[src/rtl/resp_frame_builder.sv]
// Builds a device-to-host response frame (SOF, STATUS, CMD, [ADDR, DATA], CRC8) byte by byte.
// Latency: SOF presented the cycle after request acceptance, then one byte per cycle unstalled.
// Backpressure: every byte waits on tx_ready; payload passes through from data_* with zero latency.
module resp_frame_builder #(
  parameter int         MAX_DATA_BYTES = 64,
  parameter int         ADDR_BYTES     = 4,
  parameter logic [7:0] SOF_BYTE       = 8'h5A,
  parameter int         GAP_CYCLES     = 1,
  localparam int        LW             = $clog2(MAX_DATA_BYTES + 1)
) (
  input  logic                    clk,
  input  logic                    rst_n,
  input  logic                    req_valid,
  output logic                    req_ready,
  input  logic [7:0]              req_status,
  input  logic [7:0]              req_cmd,
  input  logic [ADDR_BYTES*8-1:0] req_addr,
  input  logic [LW-1:0]           req_len,
  input  logic                    data_valid,
  input  logic [7:0]              data_byte,
  output logic                    data_ready,
  output logic [7:0]              tx_data,
  output logic                    tx_valid,
  input  logic                    tx_ready,
  output logic                    busy,
  output logic                    frame_done
);

  localparam int AW = (ADDR_BYTES > 1) ? $clog2(ADDR_BYTES) : 1;
  localparam int GW = (GAP_CYCLES > 1) ? $clog2(GAP_CYCLES) : 1;
  localparam logic [AW-1:0] ADDR_LAST = AW'(ADDR_BYTES - 1);
  localparam logic [GW-1:0] GAP_LAST  = GW'((GAP_CYCLES > 0) ? GAP_CYCLES - 1 : 0);
  localparam logic [LW-1:0] LEN_MAX   = LW'(MAX_DATA_BYTES);

  typedef enum logic [2:0] {
    S_IDLE, S_SOF, S_STATUS, S_CMD, S_ADDR, S_DATA, S_CRC, S_GAP
  } state_t;

  state_t                  state, state_nxt;
  logic [7:0]              status_q, cmd_q, crc_q;
  logic [ADDR_BYTES*8-1:0] addr_q;
  logic [LW-1:0]           len_q, dcnt;
  logic [AW-1:0]           aidx;
  logic [GW-1:0]           gcnt;
  logic                    rd_q;
  logic                    accept, xfer;

  // CRC-8 poly 0x07, MSB first, one byte per call
  function automatic logic [7:0] crc8_step(input logic [7:0] crc, input logic [7:0] b);
    logic [7:0] r;
    r = crc ^ b;
    for (int i = 0; i < 8; i++) r = r[7] ? ((r << 1) ^ 8'h07) : (r << 1);
    return r;
  endfunction

  // req_ready is gated by reset so nothing can be accepted while rst_n is low
  assign req_ready = rst_n && (state == S_IDLE);
  assign accept    = req_valid && req_ready;
  assign xfer      = tx_valid && tx_ready;
  assign busy      = (state != S_IDLE);

  // State register
  always_ff @(posedge clk or negedge rst_n) begin
    if (!rst_n) state <= S_IDLE;
    else        state <= state_nxt;
  end

  // Next state and byte mux; tx_valid never looks at tx_ready
  always_comb begin
    state_nxt  = state;
    tx_valid   = 1'b0;
    tx_data    = 8'h00;
    data_ready = 1'b0;
    case (state)
      S_IDLE: if (accept) state_nxt = S_SOF;
      S_SOF: begin
        tx_valid = 1'b1;
        tx_data  = SOF_BYTE;
        if (tx_ready) state_nxt = S_STATUS;
      end
      S_STATUS: begin
        tx_valid = 1'b1;
        tx_data  = status_q;
        if (tx_ready) state_nxt = S_CMD;
      end
      S_CMD: begin
        tx_valid = 1'b1;
        tx_data  = cmd_q;
        if (tx_ready) state_nxt = rd_q ? S_ADDR : S_CRC;
      end
      S_ADDR: begin
        tx_valid = 1'b1;
        tx_data  = addr_q[aidx*8 +: 8];
        if (tx_ready && aidx == ADDR_LAST) state_nxt = (len_q == '0) ? S_CRC : S_DATA;
      end
      S_DATA: begin
        tx_valid   = data_valid;
        tx_data    = data_byte;
        data_ready = tx_ready;
        if (data_valid && tx_ready && dcnt == len_q - LW'(1)) state_nxt = S_CRC;
      end
      S_CRC: begin
        tx_valid = 1'b1;
        tx_data  = crc_q;
        if (tx_ready) state_nxt = (GAP_CYCLES == 0) ? S_IDLE : S_GAP;
      end
      S_GAP: if (gcnt == GAP_LAST) state_nxt = S_IDLE;
      default: state_nxt = S_IDLE;
    endcase
  end

  // Request capture, byte counters and running CRC; all advance only on a transfer
  always_ff @(posedge clk or negedge rst_n) begin
    if (!rst_n) begin
      status_q <= 8'h00;
      cmd_q    <= 8'h00;
      addr_q   <= '0;
      len_q    <= '0;
      rd_q     <= 1'b0;
      crc_q    <= 8'h00;
      aidx     <= '0;
      dcnt     <= '0;
    end else begin
      if (accept) begin
        status_q <= req_status;
        cmd_q    <= req_cmd;
        addr_q   <= req_addr;
        len_q    <= (req_len > LEN_MAX) ? LEN_MAX : req_len;
        rd_q     <= (req_status == 8'h00) && req_cmd[7];
        crc_q    <= 8'h00;
        aidx     <= '0;
        dcnt     <= '0;
      end
      if (xfer) begin
        case (state)
          S_STATUS, S_CMD: crc_q <= crc8_step(crc_q, tx_data);
          S_ADDR: begin
            crc_q <= crc8_step(crc_q, tx_data);
            aidx  <= aidx + AW'(1);
          end
          S_DATA: begin
            crc_q <= crc8_step(crc_q, tx_data);
            dcnt  <= dcnt + LW'(1);
          end
          default: ;
        endcase
      end
    end
  end

  // Gap counter restarts every time GAP is entered
  always_ff @(posedge clk or negedge rst_n) begin
    if (!rst_n) gcnt <= '0;
    else        gcnt <= (state == S_GAP) ? gcnt + GW'(1) : '0;
  end

  // frame_done pulses for the cycle following the CRC byte transfer
  always_ff @(posedge clk or negedge rst_n) begin
    if (!rst_n) frame_done <= 1'b0;
    else        frame_done <= xfer && (state == S_CRC);
  end

endmodule

[config.mk]
export PLATFORM = sky130hd
export DESIGN_NAME = resp_frame_builder
export DESIGN_NICKNAME = d
export VERILOG_FILES = /design/src/rtl/resp_frame_builder.sv
export SDC_FILE = /design/constraint.sdc
export NUM_CORES = 1
export LEC_CHECK = 0
export ABC_AREA = 0
export BUFFER_PORTS_ARGS = -buffer_cell sky130_fd_sc_hd__buf_2
export CORE_UTILIZATION = 55
export DETAILED_ROUTE_END_ITERATION = 10
export PLACE_DENSITY_LB_ADDON = 0.3
export SYNTH_ARGS = -nofsm -noshare
export SYNTH_HDL_FRONTEND = slang
export SYNTH_SLANG_ARGS = --single-unit
[constraint.sdc]
create_clock -name clk -period 2.8 [get_ports clk]
set_input_delay 0.42 -clock clk [delete_from_list [all_inputs] [get_ports clk]]
set_output_delay 0.42 -clock clk [all_outputs]
set_load 0.05 [all_outputs]
==> results.txt, run 1 <==
Critical-path top delay cell -> a2111oi_0
Yosys cell types -> 60
die width -> 92.1 µm
Worst Setup End Kind -> flop
mapped cell area -> 4470 µm²
critical-path cell list -> mux4_2, and2_4, or4_4, a211o_1, a2111oi_0, a21oi_1, nand4_1
first-pass GRT wire length -> 18.0 mm
I/O Buffers -> 80
HPWL after detailed placement -> 8.00 mm
Via density -> 5.61
Avg Inst Size Synth -> 8.57 µm²
Max Buffers Root-to-Sink -> 2
die area -> 8490 µm²
pre-CTS setup slack -> 0.260 ns
synthesized net count -> 596
actual slew at the worst max-slew pin -> 0.952 ns
critical path class -> flop to flop
Synth Flop Type -> dfrtp_1
CTS tree -> built
post-synthesis cell count -> 521
total negative slack -> 0 ns
initial DRC count -> 294
fraction of final layout cells sized beyond drive strength 1 -> 21.6%
relative slew slack -> 36.5%
VDD IR max -> 494 µV
startpoint class of the critical path -> flop
post-synthesis register bit count -> 78
Final Hold Fails -> 0
power density cells -> 1290 nW/µm²
Synth Warn # -> 0
RSZ-0062 raised after global routing -> no
Tcrit/Tclk final -> 98.1%
Synth top area share -> 43.7%
f_max -> 0.364 GHz
vias in the first global route -> 3721
Final #Nets -> 676
asr flop ratio synth -> 100%
Core Region -> 7810 µm²
RR Endpoint -> crc_q[3]
EDFF count, synth -> 0
Ant. Diodes -> 0
Finish-stage setup viols -> 0
Num Clock Sinks -> 78
DRC Markers -> 0
clock latency on the worst-skew pair -> 0.36 ns
P&R area growth vs syn -> 17.6%
synth top area cells -> dfrtp_1 44%, nand2_1 15%, mux4_2 3.0%
Starting Density -> 57.2%
Crit Reg-Reg Startpoint -> aidx[0]
antenna-violating nets left -> 0
CTS Buf Count -> 9
register area share after synthesis -> 43.7%
status -> complete, no violations
Tot Pwr -> 6760 µW
placed cell area -> 5020 µm²
skew final -> 0.00946 ns
cell taking the most area after synthesis -> dfrtp_1
floorplan row count -> 32
Final Wtd Congestion -> 0.944
Worst Setup EP -> crc_q[3]
drt first pass iters -> 5
P_leak -> 0.00261 µW
initial antenna violation count -> 0
Die Y-Extent -> 92.1 µm
DR vias -> 3972
critical path launch point -> aidx[0]
Worst Slack Setup Final -> 0.0536 ns
largest net degree at the start of global routing -> 79
post-layout util -> 67.3%
clock transition at the registers of the reported paths -> 0.09 ns
max_cap viols -> 0
WP data arrival -> 3.05 ns
final worst path period need -> 2.75 ns
wire per inst -> 15.3 µm
gr usage total -> 27.5%
Worst Reg-to-Reg Cells -> 7
H-tree lvl count -> 3
Min-Delay Path Class -> primary input to flop
worst path required time -> 3.10 ns
drt total wl -> 10.9 mm
Finished Cell Area -> 5250 µm²
Register-to-Register Setup Slack -> 0.05 ns
# IOs -> 81
gr ovfl total -> 0
maximum fanout along the worst path -> 4
Largest stage delay, worst path -> 0.57 ns
CTS Root Cell -> clkbuf_8
Pins Over Slew Limit -> 0
worst min-delay path by stage:
| stage | start | end | slack (ns) | depth (start not counted) |
|---|---|---|---|---|
| after CTS | req_cmd[1] | cmd_q[1] | 0.23 | 3 |
| after detailed placement | gcnt | gcnt | 0.45 | 1 |
| final | req_cmd[1] | cmd_q[1] | 0.24 | 3 |
| after global routing | req_status[3] | rd_q | 0.24 | 2 |
| after global placement | gcnt | gcnt | 0.43 | 1 |
| after floorplan | rst_n | addr_q[0] | 0.12 | 0 |
worst max-delay path, delay by kind of cell, from the launching register on:
kind	cells	cell delay, ns
and+or+nand+nor	3	0.82
DFF	1	0.38
muxes	1	0.50
AOI/OAI and AO/OA	3	1.00
report_power, final:
part / switching (µW) / internal, µW
sequential: 395 / 1630
combinational: 2240 / 1540
clock: 458 / 509
total: 3090 / 3670
routing by layer:
metal  up-vias  part of all wire [%]  GRT usage (%)
met5         -                     0              0
met4         0                   2.2           9.77
met3        19                   5.8           5.06
met2       149                    46           43.1
met1      1848                    46           38.4
li1       1956                     -              -
placed cells by master (no fill, tap or decap), drive strengths merged, types with 3 or more instances in the layout:
cell / instances
o31ai: 3
nor2b: 4
a211o: 3
a31oi: 4
nor4: 3
and2: 8
buf: 97
nand3b: 7
and3b: 3
xnor2: 14
mux2: 3
nand2: 178
ha: 7
a211oi: 3
a21oi: 10
o21ai: 25
and3: 8
nand3: 14
xor2: 6
dfrtp: 78
a221oi: 4
inv: 15
nand2b: 9
clkbuf: 11
nor3: 11
mux2i: 12
o211ai: 4
nor3b: 5
mux4: 6
nor2: 12
synthesized netlist by cell type (3+ instances only):
cell and n:
a211o_1 3, a211oi_1 3, a21oi_1 10, a221oi_1 4, a31oi_1 4, and2_1 7, and3_1 8, and3b_1 3
buf_2 8, clkbuf_1 18, dfrtp_1 78, ha_1 7, inv_1 13, mux2_2 3, mux2i_1 12, mux4_2 6
nand2_1 178, nand2b_1 9, nand3_1 14, nand3b_1 7, nor2_1 12, nor2b_1 4, nor3_1 11, nor3b_1 5
nor4_1 3, o211ai_1 4, o21ai_0 24, o31ai_1 3, xnor2_1 14, xor2_1 6
logic make-up (layout without fill, tap and decap cells):
kind of cell	Yosys count	count (layout)	synth area share (%)
AND/OR/NAND/NOR	274	274	28.2
AO/OA/AOI/OAI	78	78	11.8
flip-flops	78	78	43.7
buffers and inverters	43	128	4.01
multiplexers	21	21	6.47
XOR/XNOR	20	20	3.92
adder cells (fa/ha/maj)	7	7	1.96
repair_timing:
| action | in CTS | in global routing |
|---|---|---|
| hold buffers | 0 | 0 |
| gates resized for setup | 0 | 4 |
| buffers inserted | 0 | 0 |
| endpoints found under the setup margin | 0 | 2 |
state kept, by name, summed over array words and instances (netlist names):
signal and cells:
rd_q 1, len_q 7, crc_q 8, addr_q 32, cmd_q 8, aidx 2, frame_done 1, state 3
dcnt 7, gcnt 1, status_q 8
through the flow:
step,hold WS (ns),cells
floorplan,0.124,521
global placement,0.426,692
detailed placement,0.452,692
CTS,0.234,708
global route,0.235,708
finish,0.242,708
final cells by class:
type,count,area [µm²]
Inverter,14,52.6
Fill cell,672,2550
Sequential cell,78,1950
Multi-Input combinational cell,400,2360
Clock buffer,10,128
Timing Repair Buffer,98,541
Tap cell,102,128
Clock inverter,6,92.6
Power figures use the tool's default switching activity.
==> run 2: changes to the inputs <==
--- a/config.mk
+++ b/config.mk
@@ -7,7 +7,10 @@
 export LEC_CHECK = 0
 export ABC_AREA = 0
 export BUFFER_PORTS_ARGS = -buffer_cell sky130_fd_sc_hd__buf_2
-export CORE_UTILIZATION = 55
+export CELL_PAD_IN_SITES_DETAIL_PLACEMENT = 0
+export CELL_PAD_IN_SITES_GLOBAL_PLACEMENT = 1
+export CORE_MARGIN = 4
+export CORE_UTILIZATION = 42
 export DETAILED_ROUTE_END_ITERATION = 10
 export PLACE_DENSITY_LB_ADDON = 0.3
 export SYNTH_ARGS = -nofsm -noshare
==> results.txt, run 2 (synthesized netlist as in run 1, its figures left out) <==
critical path class -> flop to primary output
WP data arrival -> 2.27 ns
first-pass GRT wire length -> 19.6 mm
P_leak -> 0.00260 µW
maximum fanout along the worst path -> 29
Final #Nets -> 677
drt total wl -> 11.9 mm
antenna-violating nets left -> 0
leading cell type in the layout, fill and taps excluded -> nand2_1
post-layout util -> 51.3%
register area -> 1950 µm²
CTS tree -> built
Starting Density -> 43.3%
most frequent cells in the layout -> 177 x nand2_1, 78 x dfrtp_1, 78 x buf_2
CTS Buf Count -> 9
DRC Markers -> 0
startpoint class of the critical path -> flop
actual slew at the worst max-slew pin -> 0.846 ns
Num Clock Sinks -> 78
largest net degree at the start of global routing -> 67
Via density -> 5.35
total negative slack -> 0 ns
Core Region -> 10300 µm²
Max Buffers Root-to-Sink -> 2
# IOs -> 81
WHS Path Cells -> 3
Worst Reg-to-Reg Cells -> 8
Largest stage delay, worst path -> 0.36 ns
drt first pass iters -> 4
placed cell area -> 5070 µm²
Die Y-Extent -> 111 µm
H-tree lvl count -> 3
relative slew slack -> 43.6%
Finished Cell Area -> 5290 µm²
Min-Delay Path Class -> primary input to flop
Final Hold Fails -> 0
initial antenna violation count -> 0
critical-path cell list -> buf_4, and3b_1, o2bb2ai_1, nor3_2, o21ai_0, clkbuf_4
clock latency on the worst-skew pair -> 0.37 ns
power density cells -> 1270 nW/µm²
I/O Buffers -> 80
max_cap viols -> 0
f_max -> 0.372 GHz
initial DRC count -> 189
floorplan row count -> 37
Final Wtd Congestion -> 0.917
skew final -> 0.00830 ns
Pins Over Slew Limit -> 0
fraction of final layout cells sized beyond drive strength 1 -> 21.6%
VDD IR max -> 599 µV
HPWL after detailed placement -> 8.92 mm
Critical-path top delay cell -> dfrtp_1
Tot Pwr -> 6700 µW
gr usage total -> 19.7%
Crit path depth -> 6
die area -> 12300 µm²
Worst Setup End Kind -> primary output
P&R area growth vs syn -> 18.5%
area occupied by multi-input gates -> 2370 µm²
Finish-stage setup viols -> 0
gr ovfl total -> 0
RSZ-0062 raised after global routing -> no
Reg with most FFs -> addr_q
vias in the first global route -> 3852
number of flip-flops in the largest register -> 32
wire per inst -> 16.0 µm
DR vias -> 3967
worst path required time -> 2.38 ns
Top delay family on crit path -> simple AND/OR/NAND/NOR gates
CTS Root Cell -> clkbuf_8
final worst path period need -> 2.69 ns
die width -> 111 µm
Tcrit/Tclk final -> 96.0%
Ant. Diodes -> 0
clock transition at the registers of the reported paths -> 0.08 ns
WP buf/inv -> 2
status -> complete, no violations
# fillers -> 992
## run 2: cell types whose count changed in the layout (fill, tap and decap cells not counted), sizes merged
cell	before	now
clkinvlp	2	1
clkinv	1	3
bufinv	2	1
dlygate4sd3	0	1
inv	15	14
## run 2: tightest hold or removal path, delay by kind of cell
kind          cells  cell delay [ns]
buf+inv           1             0.07
simple gates      2             0.08
## run 2: what timing repair did
item                                    4_1_cts  5_1_grt
hold endpoints to repair                     12        0
gates resized for setup                       1        5
setup buffers                                 0        0
hold buffers                                  1        0
endpoints found under the setup margin        1        4
## run 2: layout make-up
cell class	instances	area share (%)
Tap cell	136	3.22
Clock inverter	5	1.14
Multi-Input combinational cell	400	44.7
Timing Repair Buffer	99	10.6
Sequential cell	78	36.9
Inverter	14	0.993
Clock buffer	10	2.41
## run 2: path summary, 6_finish.rpt
path	start	end	slack (ns)
max	state[1]	tx_data[2]	0.11
min	req_cmd[1]	cmd_q[1]	0.24
max reg2reg	state[1]	crc_q[3]	0.12
min reg2reg	gcnt	gcnt	0.47
max in group asynchronous	rst_n	addr_q[0]	1.27
min in group asynchronous	rst_n	crc_q[1]	0.44
## run 2: metal layers
layer | track usage (%) | up-vias | part of all wire [%]
li1 | - | 1942 | -
met1 | 28.0 | 1900 | 47
met2 | 30.9 | 110 | 46
met3 | 3.44 | 15 | 5.5
met4 | 5.84 | 0 | 1.6
met5 | 0 | - | 0
## run 2: metrics by stage
stage          worst slack (ns)  instances  hold slack [ns]
3_3_place_gp              0.271        726            0.284
5_1_grt                  0.0116        742            0.239
2_1_floorplan            0.0623        521            0.124
3_5_place_dp              0.201        726            0.286
4_1_cts                  0.0140        742            0.232
6_report                  0.113        742            0.238
## run 2: power by group
group,switching (µW),internal (µW),total (µW)
clock,442,411,853
sequential,418,1630,2040
combinational,2240,1560,3810
